[src/rtl/alu_pkg.sv]
// Shared ALU control encodings for the issue stage and its decoder.
// Used by alu_ctrl_dec (decode) and alu_issue_stage (top).
package alu_pkg;

  typedef enum logic [3:0] {
    ALU_AND = 4'h0,
    ALU_OR  = 4'h1,
    ALU_ADD = 4'h2,
    ALU_SUB = 4'h6,
    ALU_NOR = 4'h7,
    ALU_ILL = 4'hF
  } alu_ctrl_e;

  typedef enum logic [1:0] {
    ALUOP_MEM = 2'b00,
    ALUOP_BR  = 2'b01,
    ALUOP_R   = 2'b10,
    ALUOP_I   = 2'b11
  } aluop_e;

  localparam logic [2:0] F3_ADD = 3'b000;
  localparam logic [2:0] F3_AND = 3'b111;
  localparam logic [2:0] F3_OR  = 3'b110;

endpackage

[src/rtl/alu_ctrl_dec.sv]
// Combinational decode of {aluop, funct3, funct7[5]} into the 4-bit ALU control code.
// Unsupported funct3 values for R/I-type ops yield ALU_ILL and raise illegal.
module alu_ctrl_dec
  import alu_pkg::*;
(
  input  logic [1:0] aluop,
  input  logic [2:0] funct3,
  input  logic       f7b5,
  output logic [3:0] alu_ctrl,
  output logic       illegal
);

  always_comb begin
    alu_ctrl = ALU_ADD;
    illegal  = 1'b0;
    case (aluop)
      ALUOP_MEM: alu_ctrl = ALU_ADD;
      ALUOP_BR:  alu_ctrl = ALU_SUB;
      default: begin
        // f7b5 selects SUB only for R-type; for I-type it is part of the immediate
        case (funct3)
          F3_ADD:  alu_ctrl = ((aluop == ALUOP_R) && f7b5) ? ALU_SUB : ALU_ADD;
          F3_AND:  alu_ctrl = ALU_AND;
          F3_OR:   alu_ctrl = ALU_OR;
          default: begin
            alu_ctrl = ALU_ILL;
            illegal  = 1'b1;
          end
        endcase
      end
    endcase
  end

endmodule

[src/rtl/alu_issue_stage.sv]
// ALU issue stage: decode, operand-b select and a 2-entry (main + skid) valid/ready buffer.
// Optional feature macro FORWARD_EN adds writeback forwarding into captured and held operands.
module alu_issue_stage
  import alu_pkg::*;
#(
  parameter int XLEN = 64
) (
  input  logic            clk,
  input  logic            rst_n,
  input  logic            flush,
  input  logic            in_valid,
  output logic            in_ready,
  input  logic [1:0]      in_aluop,
  input  logic [2:0]      in_funct3,
  input  logic            in_f7b5,
  input  logic            in_alusrc,
  input  logic [XLEN-1:0] in_rs1,
  input  logic [XLEN-1:0] in_rs2,
  input  logic [XLEN-1:0] in_imm,
`ifdef FORWARD_EN
  input  logic [4:0]      in_rs1_addr,
  input  logic [4:0]      in_rs2_addr,
  input  logic            wb_en,
  input  logic [4:0]      wb_rd,
  input  logic [XLEN-1:0] wb_data,
`endif
  output logic            out_valid,
  input  logic            out_ready,
  output logic [3:0]      alu_ctrl,
  output logic [XLEN-1:0] a,
  output logic [XLEN-1:0] b,
  output logic            illegal
);

  typedef struct packed {
    logic [3:0]      ctrl;
    logic            ill;
    logic [XLEN-1:0] a;
    logic [XLEN-1:0] b;
`ifdef FORWARD_EN
    logic [4:0]      rs1_addr;
    logic [4:0]      rs2_addr;
    logic            use_rs2;
`endif
  } entry_t;

  logic       dec_ill;
  logic [3:0] dec_ctrl;
  logic       skid_valid;
  logic       accept;
  logic       main_load;
  entry_t     main_q, skid_q;
  entry_t     in_raw, in_fwd, main_hold, skid_fwd;

  alu_ctrl_dec u_dec (
    .aluop    (in_aluop),
    .funct3   (in_funct3),
    .f7b5     (in_f7b5),
    .alu_ctrl (dec_ctrl),
    .illegal  (dec_ill)
  );

  always_comb begin
    in_raw      = '0;
    in_raw.ctrl = dec_ctrl;
    in_raw.ill  = dec_ill;
    in_raw.a    = in_rs1;
    in_raw.b    = in_alusrc ? in_imm : in_rs2;
`ifdef FORWARD_EN
    in_raw.rs1_addr = in_rs1_addr;
    in_raw.rs2_addr = in_rs2_addr;
    in_raw.use_rs2  = !in_alusrc;
`endif
  end

`ifdef FORWARD_EN
  // x0 never forwards; b only takes writeback data when it came from rs2
  function automatic entry_t fwd(entry_t e, logic en, logic [4:0] rd, logic [XLEN-1:0] d);
    entry_t r;
    r = e;
    if (en && (rd != 5'd0) && (rd == e.rs1_addr)) r.a = d;
    if (en && (rd != 5'd0) && e.use_rs2 && (rd == e.rs2_addr)) r.b = d;
    return r;
  endfunction

  assign in_fwd    = fwd(in_raw, wb_en, wb_rd, wb_data);
  assign main_hold = fwd(main_q, wb_en, wb_rd, wb_data);
  assign skid_fwd  = fwd(skid_q, wb_en, wb_rd, wb_data);
`else
  assign in_fwd    = in_raw;
  assign main_hold = main_q;
  assign skid_fwd  = skid_q;
`endif

  assign in_ready  = !skid_valid;
  assign accept    = in_valid && in_ready;
  assign main_load = !out_valid || out_ready;

  // Main refills from skid first to keep order; skid only catches an accept main cannot take
  always_ff @(posedge clk or negedge rst_n) begin
    if (!rst_n) begin
      out_valid  <= 1'b0;
      skid_valid <= 1'b0;
      main_q     <= '0;
      skid_q     <= '0;
    end else if (flush) begin
      out_valid  <= 1'b0;
      skid_valid <= 1'b0;
    end else begin
      if (main_load) begin
        out_valid <= skid_valid || accept;
        if (skid_valid)  main_q <= skid_fwd;
        else if (accept) main_q <= in_fwd;
        else             main_q <= main_hold;
      end else begin
        main_q <= main_hold;
      end

      if (skid_valid) begin
        skid_q <= skid_fwd;
        if (main_load) skid_valid <= 1'b0;
      end else if (accept && !main_load) begin
        skid_valid <= 1'b1;
        skid_q     <= in_fwd;
      end
    end
  end

  assign alu_ctrl = main_q.ctrl;
  assign illegal  = main_q.ill;
  assign a        = main_q.a;
  assign b        = main_q.b;

endmodule

[config.mk]
export PLATFORM = sky130hd
export DESIGN_NAME = alu_issue_stage
export DESIGN_NICKNAME = d
export VERILOG_FILES = /design/src/rtl/alu_pkg.sv /design/src/rtl/alu_ctrl_dec.sv /design/src/rtl/alu_issue_stage.sv
export SDC_FILE = /design/constraint.sdc
export NUM_CORES = 1
export LEC_CHECK = 0
export BUFFER_PORTS_ARGS = -buffer_cell sky130_fd_sc_hd__buf_2
export CAP_MARGIN = 20
export CORE_ASPECT_RATIO = 1.25
export CORE_MARGIN = 2
export CORE_UTILIZATION = 50
export CTS_CLUSTER_SIZE = 10
export DETAILED_ROUTE_END_ITERATION = 12
export PLACE_DENSITY = 0.79
export SYNTH_ARGS = -nofsm -noshare
export SYNTH_HDL_FRONTEND = slang
export SYNTH_SLANG_ARGS = --single-unit
export TNS_END_PERCENT = 30
[constraint.sdc]
create_clock -name clk -period 1.8 [get_ports clk]
set_input_delay 0.27 -clock clk [delete_from_list [all_inputs] [get_ports clk]]
set_output_delay 0.27 -clock clk [all_outputs]
set_load 0.05 [all_outputs]
==> out/metrics.csv, run 1 <==
stage;metric;value;unit
run_status;status;finished clean;
worst_setup_path;WP data arrival;2.12;ns
route;DRT iter0 DRCs;389;
power_and_ir_drop;Power Dens Cells;1160;nW/um2
sta;slew margin rel.;0.561;
worst_setup_path;Setup CP Type;reg2reg;
route;First-pass DRT Iterations;5;
yosys;Synth Instances;1095;
final_layout;most common cell after layout, fill and taps aside;buf_2;
sta;Max Fclk;573;MHz
grt;remaining global-route overflow;0;
cts;clk_lat worst skew;0.53;ns
cts;CTS sink cnt;268;
yosys;flops & latches, synth;268;
floorplan;Initial Util;0.507;
grt;first-pass GRT wire length;47100;um
yosys;synth warn;0;
cts;Longest Clk Path Bufs;3;
floorplan;core area;22900;um2
sta;final hold violation count;0;
floorplan;Die Area;24400;um2
sta;RSZ-0062 raised after global routing;no;
worst_setup_path;Worst EP required;2.18;ns
final_layout;synth-to-layout area growth;30.6;%
worst_setup_path;CP Capture Type;register;
grt;largest net degree at the start of global routing;131;
cts;CTS root buffer;clkbuf_16;
final_layout;Final #Nets;1677;
yosys;Mapped Nets;1299;
route;DR DRC count;0;
yosys;sequential fraction of the synthesis area;0.578;
final_layout;fraction of layout cells with a size suffix above 1;0.315;
route;Via density;5.28;
job;MaxCap Viol Count;0;
grt;vias in the first global route;9399;
route;total routed wirelength;29400;um
floorplan;die extent in y;174;um
grt;initial antenna violation count;1;
sta;setup TNS;0;ns
power_and_ir_drop;Leak;7.50;nW
sta;fin. max-slew vios;0;
yosys;cell area after synthesis;11600;um2
sta;Min Clock Period, post-route;1.75;ns
route;per-cell routed wire length;16.7;um
place;port bufs;338;
floorplan;Cell Rows;62;
power_and_ir_drop;Max IR drop VDD;857;uV
worst_setup_path;crit path max fanout;114;
sta;Worst Skew;0.00701;ns
place;GP Congestion;0.802;
floorplan;I/O pin count;339;
place;post-DP HPWL;18700;um
sta;actual slew at the worst max-slew pin;0.659;ns
yosys;Mapped Avg Cell Area;10.6;um2
floorplan;Horiz. Die Dim;140;um
route;via count of the routed design;9315;
cts;H-tree depth;1;
cts;CTS Buf Count;30;
power_and_ir_drop;total power;17.6;mW
worst_hold_path;HP Class;in2reg;
final_layout;commonest cells after routing, fill and taps aside;buf_2, dfrtp_1, nand2_1;
cts;CTS clock-pin slew for the worst setup and hold paths;0.05;ns
yosys;Synth cell types;24;
cts;CTS tree;yes;
grt;GRT Overall Usage;0.237;
sta;# setup viols final;0;
sta;WHS;0.0802;ns
sta;Final period util;0.970;
route;Routed Antenna Nets;0;
final_layout;fillcell total;1747;
worst_setup_path;CP startpoint kind;register;
## final cells by class
class / count / area [um2] / area share
sequential: 268 / 6710 / 0.443
multi-input combinational: 746 / 4510 / 0.297
timing repair buffer: 426 / 2780 / 0.184
clock buffer: 33 / 783 / 0.0517
tap: 288 / 360 / 0.0238
inverter: 1 / 6.26 / 0.000413
antenna: 1 / 2.50 / 0.000165
## stage by stage
stage | instances | setup slack [ns] | utilization | area [um2]
after floorplan | 1095 | 0.00659 | - | 11600
after global placement | 1659 | 0.157 | 0.594 | 13600
after detailed placement | 1659 | 0.126 | 0.594 | 13600
after CTS | 1762 | 0.0251 | 0.661 | 15100
after global routing | 1763 | 0.00140 | 0.662 | 15200
final | 1763 | 0.0544 | 0.662 | 15200
## kinds of logic (layout without fill, tap and decap cells)
family                 count (synthesis)  in the layout  synth area share
AO/OA/AOI/OAI                        273            273             0.120
buffers and inverters                 81            460            0.0360
flip-flops                           268            268             0.578
multiplexers                         194            194             0.174
other                                  0              1                 0
AND/OR/NAND/NOR                      279            279            0.0920
## power by group
| group | internal (mW) | leakage (nW) | total [mW] | switching [mW] |
|---|---|---|---|---|
| sequential | 7.26 | 3.33 | 7.91 | 0.649 |
| clock | 3.00 | 0.384 | 5.13 | 2.13 |
| combinational | 1.43 | 3.78 | 4.57 | 3.14 |
## cells in the mapped netlist
library cell / instances / area share
nand2b_1: 2 / 0.0011
mux2i_1: 129 / 0.11
nand2_1: 199 / 0.064
nor2_1: 68 / 0.022
o31ai_1: 1 / 0.00065
a211oi_1: 1 / 0.00065
o211ai_1: 3 / 0.0019
o21ai_0: 115 / 0.050
nand3_1: 5 / 0.0022
mux2_2: 65 / 0.063
clkbuf_1: 41 / 0.013
buf_2: 25 / 0.011
dfrtp_1: 268 / 0.58
a21oi_1: 70 / 0.030
o21ai_1: 80 / 0.035
nor2b_1: 1 / 0.00054
buf_6: 10 / 0.0097
or3_1: 1 / 0.00054
buf_1: 2 / 0.00065
buf_4: 2 / 0.0013
inv_1: 1 / 0.00032
a21o_1: 2 / 0.0013
nor3_1: 3 / 0.0013
a31o_2: 1 / 0.00076
## layer usage
metal | global-route usage | vias to the layer above | wire length (um)
met5 | 0 | - | 0
met3 | 0.0427 | 91 | 1720
met4 | 0.110 | 0 | 1270
met1 | 0.288 | 4426 | 11500
met2 | 0.412 | 291 | 14900
li1 | - | 4507 | -
## critical path, stage by stage, from the launching register on
cell and delay (ns):
dfrtp_2 0.40, nor2b_4 0.14, or3_4 0.45, buf_12 0.24, nand2_1 0.17, o21ai_1 0.10
## flip-flops by register name (all words and copies together) (netlist names)
register    flops
a              64
alu_ctrl        4
b              64
illegal         1
out_valid       1
skid_fwd      133
skid_valid      1
## what timing repair did
action | 4_1_cts | 5_1_grt
resized for setup | 6 | 3
hold buffers | 66 | 0
setup buffers | 2 | 0
cloned | 2 | 0
endpoints found under the setup margin | 1 | 3
hold endpoints to repair | 334 | 0
## worst paths after layout
check,slack (ns),to,depth (start not counted),startpoint
worst max-delay path,0.05,a[24],5,out_valid
worst min-delay path,0.08,skid_fwd[19],3,in_rs2[19]
worst max register to register,0.05,a[24],5,out_valid
worst min register to register,0.47,b[7],2,b[7]
max in group asynchronous,0.98,a[12],3,rst_n
min in group asynchronous,0.20,b[43],2,rst_n
Note: power is estimated with default switching activity, not from simulation.
==> run 2, diff against run 1 <==
--- a/config.mk
+++ b/config.mk
@@ -13,6 +13,8 @@
 export CTS_CLUSTER_SIZE = 10
 export DETAILED_ROUTE_END_ITERATION = 12
 export PLACE_DENSITY = 0.79
+export RECOVER_POWER = 50
+export SKIP_LAST_GASP = 1
 export SYNTH_ARGS = -nofsm -noshare
 export SYNTH_HDL_FRONTEND = slang
 export SYNTH_SLANG_ARGS = --single-unit
==> out/metrics.csv, run 2 (synthesis results as in run 1) <==
stage;metric;value;unit;change
run_status;status;finished clean;;
power_and_ir_drop;Power Dens Cells;1170;nW/um2;+0.45%
floorplan;Horiz. Die Dim;140;um;unchanged
final_layout;fillcell total;1792;;+2.6%
sta;setup TNS;0;ns;unchanged
worst_setup_path;Worst EP required;1.53;ns;-0.65 ns
final_layout;max reg flops;133;;unchanged
worst_setup_path;CP Capture Type;output port;;
route;Routed Antenna Nets;0;;unchanged
cts;Longest Clk Path Bufs;3;;unchanged
floorplan;die extent in y;174;um;unchanged
sta;setup ws final;0.0477;ns;-0.00666 ns
final_layout;commonest cells after routing, fill and taps aside;buf_2, dfrtp_1, nand2_1;;
grt;remaining global-route overflow;0;;unchanged
sta;slew margin rel.;0.450;;-0.111
worst_hold_path;HP Class;in2reg;;
worst_setup_path;R2R depth;5;;unchanged
route;wl on met1;11400;um;-0.70%
route;per-cell routed wire length;16.7;um;-0.11%
sta;actual slew at the worst max-slew pin;0.826;ns;+0.167 ns
job;MaxCap Viol Count;0;;unchanged
worst_setup_path;WP data arrival;1.48;ns;-0.64 ns
place;port bufs;338;;unchanged
sta;Worst Skew;0.00519;ns;-0.00181 ns
route;Via density;5.29;;+0.12%
route;First-pass DRT Iterations;5;;unchanged
floorplan;Cell Rows;62;;unchanged
cts;CTS root buffer;clkbuf_16;;
cts;clk_lat worst skew;0.53;ns;about the same
place;pre-CTS WS;0.126;ns;unchanged
sta;Final period util;0.973;;+0.00370
route;DR DRC count;0;;unchanged
grt;GRT Overall Usage;0.237;;unchanged
worst_setup_path;FF-to-FF Start;out_valid;;
worst_setup_path;end of the critical path;in_ready;;
sta;# setup viols final;0;;unchanged
sta;Min Clock Period, post-route;1.75;ns;+0.00666 ns
final_layout;most common cell after layout, fill and taps aside;buf_2;;
cts;CTS sink cnt;268;;unchanged
place;post-DP HPWL;18700;um;unchanged
final_layout;Final #Nets;1677;;unchanged
worst_setup_path;reg2reg end;a[24];;
floorplan;core area;22900;um2;unchanged
worst_setup_path;WP buf/inv;3;;+2
sta;RSZ-0062 raised after global routing;yes;;
worst_setup_path;crit-path cells;buf_16, inv_4, buf_8;;
grt;first-pass GRT wire length;47100;um;unchanged
route;met2 routed WL;14800;um;-0.29%
cts;CTS clock-pin slew for the worst setup and hold paths;0.05;ns;about the same
worst_setup_path;CP max-delay cell;dfrtp_4;;
cts;H-tree depth;1;;unchanged
worst_setup_path;crit path max fanout;17;;-85%
floorplan;Die Area;24400;um2;unchanged
route;total routed wirelength;29400;um;-0.11%
grt;largest net degree at the start of global routing;131;;unchanged
sta;Max Fclk;571;MHz;-0.38%
final_layout;synth-to-layout area growth;29.6;%;
worst_setup_path;crit path from;skid_valid;;
sta;final hold violation count;0;;unchanged
cts;CTS tree;yes;;
worst_setup_path;Setup CP Type;reg2out;;
worst_setup_path;CP startpoint kind;register;;
route;max layer used;met4;;
route;DRT iter0 DRCs;370;;-4.9%
place;GP Congestion;0.802;;unchanged
route;via count of the routed design;9326;;+0.12%
worst_setup_path;Worst R2R Setup Slack;0.06;ns;about the same
worst_setup_path;max incr delay on CP;0.51;ns;+0.06 ns
cts;CTS Buf Count;30;;unchanged
floorplan;I/O pin count;339;;unchanged
power_and_ir_drop;Leak;7.29;nW;-2.7%
power_and_ir_drop;total power;17.6;mW;-0.35%
worst_setup_path;cell family with most CP delay;flip-flops;;
grt;vias in the first global route;9399;;unchanged
final_layout;fraction of layout cells with a size suffix above 1;0.275;;-0.0393
sta;WHS;0.0785;ns;-0.00164 ns
grt;initial antenna violation count;1;;unchanged
route;met3 wire len;1810;um;+5.3%
floorplan;Initial Util;0.507;;unchanged
worst_setup_path;Crit path depth;3;;-2
power_and_ir_drop;Max IR drop VDD;858;uV;+0.17%
sta;fin. max-slew vios;0;;unchanged
==> run 2: area by class of cell <==
type                       instances  area [um2]  area share
sequential                       268        6710       0.446
multi-input combinational        746        4500       0.300
timing repair buffer             426        2670       0.177
clock buffer                      33         783      0.0521
tap                              288         360      0.0240
inverter                           1        6.26    0.000416
antenna                            1        2.50    0.000166
==> run 2: worst reg2reg max path, delay by kind of cell, from the launching register on <==
kind	cells	cell delay, ns
DFF	1	0.40
AOI/OAI and AO/OA	1	0.10
and+or+nand+nor	3	0.84
buffers and inverters	1	0.25
==> run 2: routing by layer <==
| layer | track usage | up-vias |
|---|---|---|
| li1 | - | 4493 |
| met1 | 0.288 | 4425 |
| met2 | 0.412 | 317 |
| met3 | 0.0427 | 91 |
| met4 | 0.110 | 0 |
| met5 | 0 | - |
==> run 2: report_power, final <==
part           switching (mW)  internal (mW)
clock                    2.14           3.00
combinational            3.14           1.36
sequential              0.657           7.26
total                    5.93           11.6
==> run 2: worst min-delay path by stage <==
stage,start,to,slack [ns],cells after the start
3_3_place_gp,rst_n,b[37],0.15,1
6_report,in_rs2[19],skid_fwd[19],0.08,3
4_1_cts,out_ready,skid_valid,0.06,3
2_1_floorplan,rst_n,a[0],-0.03,0
5_1_grt,in_imm[17],skid_fwd[17],0.07,3
3_5_place_dp,rst_n,skid_fwd[37],0.15,1
==> run 2: what timing repair did <==
| item | 4_1_cts | 5_1_grt |
|---|---|---|
| buffers inserted | 2 | 0 |
| endpoints found under the setup margin | 1 | 3 |
| cloned | 2 | 0 |
| hold buffers | 66 | 0 |
| endpoints found under the hold margin | 334 | 0 |
| resized for setup | 6 | 1 |
==> run 2: per-stage QoR <==
step,std cells,util,cell area (um2)
after floorplan,1095,-,11600
after global placement,1659,0.594,13600
after detailed placement,1659,0.594,13600
after CTS,1762,0.661,15100
after global routing,1763,0.657,15000
final,1763,0.657,15000
==> run 3, diff against run 2 <==
--- a/config.mk
+++ b/config.mk
@@ -14,6 +14,8 @@
 export DETAILED_ROUTE_END_ITERATION = 12
 export PLACE_DENSITY = 0.79
 export RECOVER_POWER = 50
+export REMOVE_ABC_BUFFERS = 1
+export SETUP_SLACK_MARGIN = 0.3
 export SKIP_LAST_GASP = 1
 export SYNTH_ARGS = -nofsm -noshare
 export SYNTH_HDL_FRONTEND = slang
==> out/metrics.csv, run 3 (synthesis results as in run 1) <==
stage;metric;value;unit;change
route;Routed Antenna Nets;0;;unchanged
worst_setup_path;CP max-delay cell;clkbuf_1;;
route;DRT iter0 DRCs;648;;+75%
place;port bufs;338;;unchanged
final_layout;fraction of layout cells with a size suffix above 1;0.333;;+0.0577
final_layout;max reg flops;133;;unchanged
sta;Final period util;0.927;;-0.0464
worst_setup_path;Worst EP required;1.53;ns;about the same
worst_setup_path;crit-path cells;clkbuf_1;;
route;First-pass DRT Iterations;6;;+1
job;MaxCap Viol Count;0;;unchanged
sta;actual slew at the worst max-slew pin;0.944;ns;+0.118 ns
grt;first-pass GRT wire length;50900;um;+8.2%
cts;CTS Buf Count;30;;unchanged
floorplan;Initial Util;0.507;;unchanged
route;DR DRC count;0;;unchanged
grt;vias in the first global route;10000;;+6.9%
worst_setup_path;CP Capture Type;output port;;
grt;largest net degree at the start of global routing;105;;-20%
cts;CTS sink cnt;268;;unchanged
final_layout;most common cell after layout, fill and taps aside;buf_2;;
final_layout;commonest cells after routing, fill and taps aside;buf_2, dfrtp_1, nand2_1;;
grt;initial antenna violation count;1;;unchanged
worst_setup_path;Setup CP Type;reg2out;;
cts;CTS clock-pin slew for the worst setup and hold paths;0.05;ns;about the same
grt;GRT Overall Usage;0.258;;+0.0211
worst_hold_path;HP Class;in2reg;;
cts;Longest Clk Path Bufs;3;;unchanged
route;via count of the routed design;10400;;+11%
grt;remaining global-route overflow;0;;unchanged
cts;clk_lat worst skew;0.54;ns;about the same
floorplan;die extent in y;174;um;unchanged
power_and_ir_drop;Max IR drop VDD;859;uV;about the same
run_status;status;finished clean;;
route;per-cell routed wire length;20.9;um;+25%
floorplan;core area;22900;um2;unchanged
worst_setup_path;WP buf/inv;1;;-2
sta;# setup viols final;0;;unchanged
sta;Min Clock Period, post-route;1.67;ns;-0.0835 ns
route;total routed wirelength;37900;um;+29%
final_layout;Final #Nets;1730;;+3.2%
floorplan;Die Area;24400;um2;unchanged
power_and_ir_drop;total power;18.3;mW;+4.0%
sta;WHS;0.0147;ns;-0.0638 ns
sta;Worst Skew;0.00998;ns;+0.00479 ns
sta;final hold violation count;0;;unchanged
route;Via density;5.72;;+8.1%
power_and_ir_drop;Leak;7.88;nW;+8.1%
power_and_ir_drop;Power Dens Cells;1120;nW/um2;-4.0%
place;post-DP HPWL;19200;um;+2.7%
worst_setup_path;WP data arrival;1.40;ns;-0.08 ns
sta;RSZ-0062 raised after global routing;yes;;
cts;CTS root buffer;clkbuf_16;;
cts;H-tree depth;1;;unchanged
worst_setup_path;CP startpoint kind;register;;
final_layout;synth-to-layout area growth;40.4;%;
cts;CTS tree;yes;;
place;GP Congestion;0.783;;-2.4%
sta;slew margin rel.;0.371;;-0.0790
final_layout;design area;16300;um2;+8.3%
place;area post-placement;13600;um2;+0.29%
floorplan;Horiz. Die Dim;140;um;unchanged
floorplan;I/O pin count;339;;unchanged
worst_setup_path;crit path max fanout;2;;-15
floorplan;Cell Rows;62;;unchanged
worst_setup_path;max incr delay on CP;0.52;ns;about the same
sta;Max Fclk;599;MHz;+5.0%
worst_setup_path;cell family with most CP delay;buffers and inverters;;
final_layout;Util after Layout;0.712;;+0.0548
sta;fin. max-slew vios;0;;unchanged
-- run 3: area by class of cell --
cell class / instances / area [um2]
Fill cell: 1587 / 6600
Sequential cell: 268 / 6710
Inverter: 1 / 16.3
Tap cell: 288 / 360
Clock buffer: 34 / 787
Multi-Input combinational cell: 747 / 4760
Antenna cell: 1 / 2.50
Timing Repair Buffer: 478 / 3650
-- run 3: final timing paths --
kind | startpoint | cells past startpoint | slack (ns) | to
setup / recovery | a[6] | 1 | 0.13 | a[6]
hold / removal | in_rs1[3] | 2 | 0.01 | skid_fwd[67]
setup reg to reg | out_valid | 5 | 0.14 | skid_fwd[76]
hold reg to reg | skid_fwd[53] | 2 | 0.48 | skid_fwd[53]
max in group asynchronous | rst_n | 3 | 0.36 | b[61]
min in group asynchronous | rst_n | 2 | 0.45 | a[42]
-- run 3: worst register-to-register path: stages, from the launching register on --
cell and delay [ns]:
dfrtp_1 0.38, nor2b_4 0.13, buf_4 0.15, nand3_4 0.16, clkbuf_2 0.33, mux2_2 0.39
-- run 3: stage by stage --
step / cells / TNS (ns) / setup WS, ns
floorplan: 1015 / -1682.78 / -6.57
global placement: 1667 / 0 / 0.170
detailed placement: 1667 / 0 / 0.0848
CTS: 1785 / 0 / 0.160
global route: 1817 / 0 / 0.0933
finish: 1817 / 0 / 0.131
-- run 3: what timing repair did --
action | in CTS | in global routing
pin swaps | 3 | 41
endpoints found under the setup margin | 196 | 260
setup buffers | 12 | 8
gates cloned | 7 | 23
hold buffers | 65 | 0
gates resized for setup | 45 | 95
endpoints found under the hold margin | 109 | 0
-- run 3: report_power, final --
group / total (mW) / internal, mW / switching [mW] / leakage [nW]
clock network: 5.25 / 3.01 / 2.24 / 0.386
logic: 5.03 / 1.61 / 3.42 / 4.17
registers: 7.98 / 7.26 / 0.720 / 3.33
total: 18.3 / 11.9 / 6.38 / 7.88
-- run 3: routing by layer --
layer / vias to the layer above / share of wire / GRT usage
met5: - / 0 / 0
met4: 0 / 0.042 / 0.105
met3: 123 / 0.079 / 0.0501
met2: 543 / 0.51 / 0.462
met1: 5113 / 0.37 / 0.305
li1: 4612 / - / -
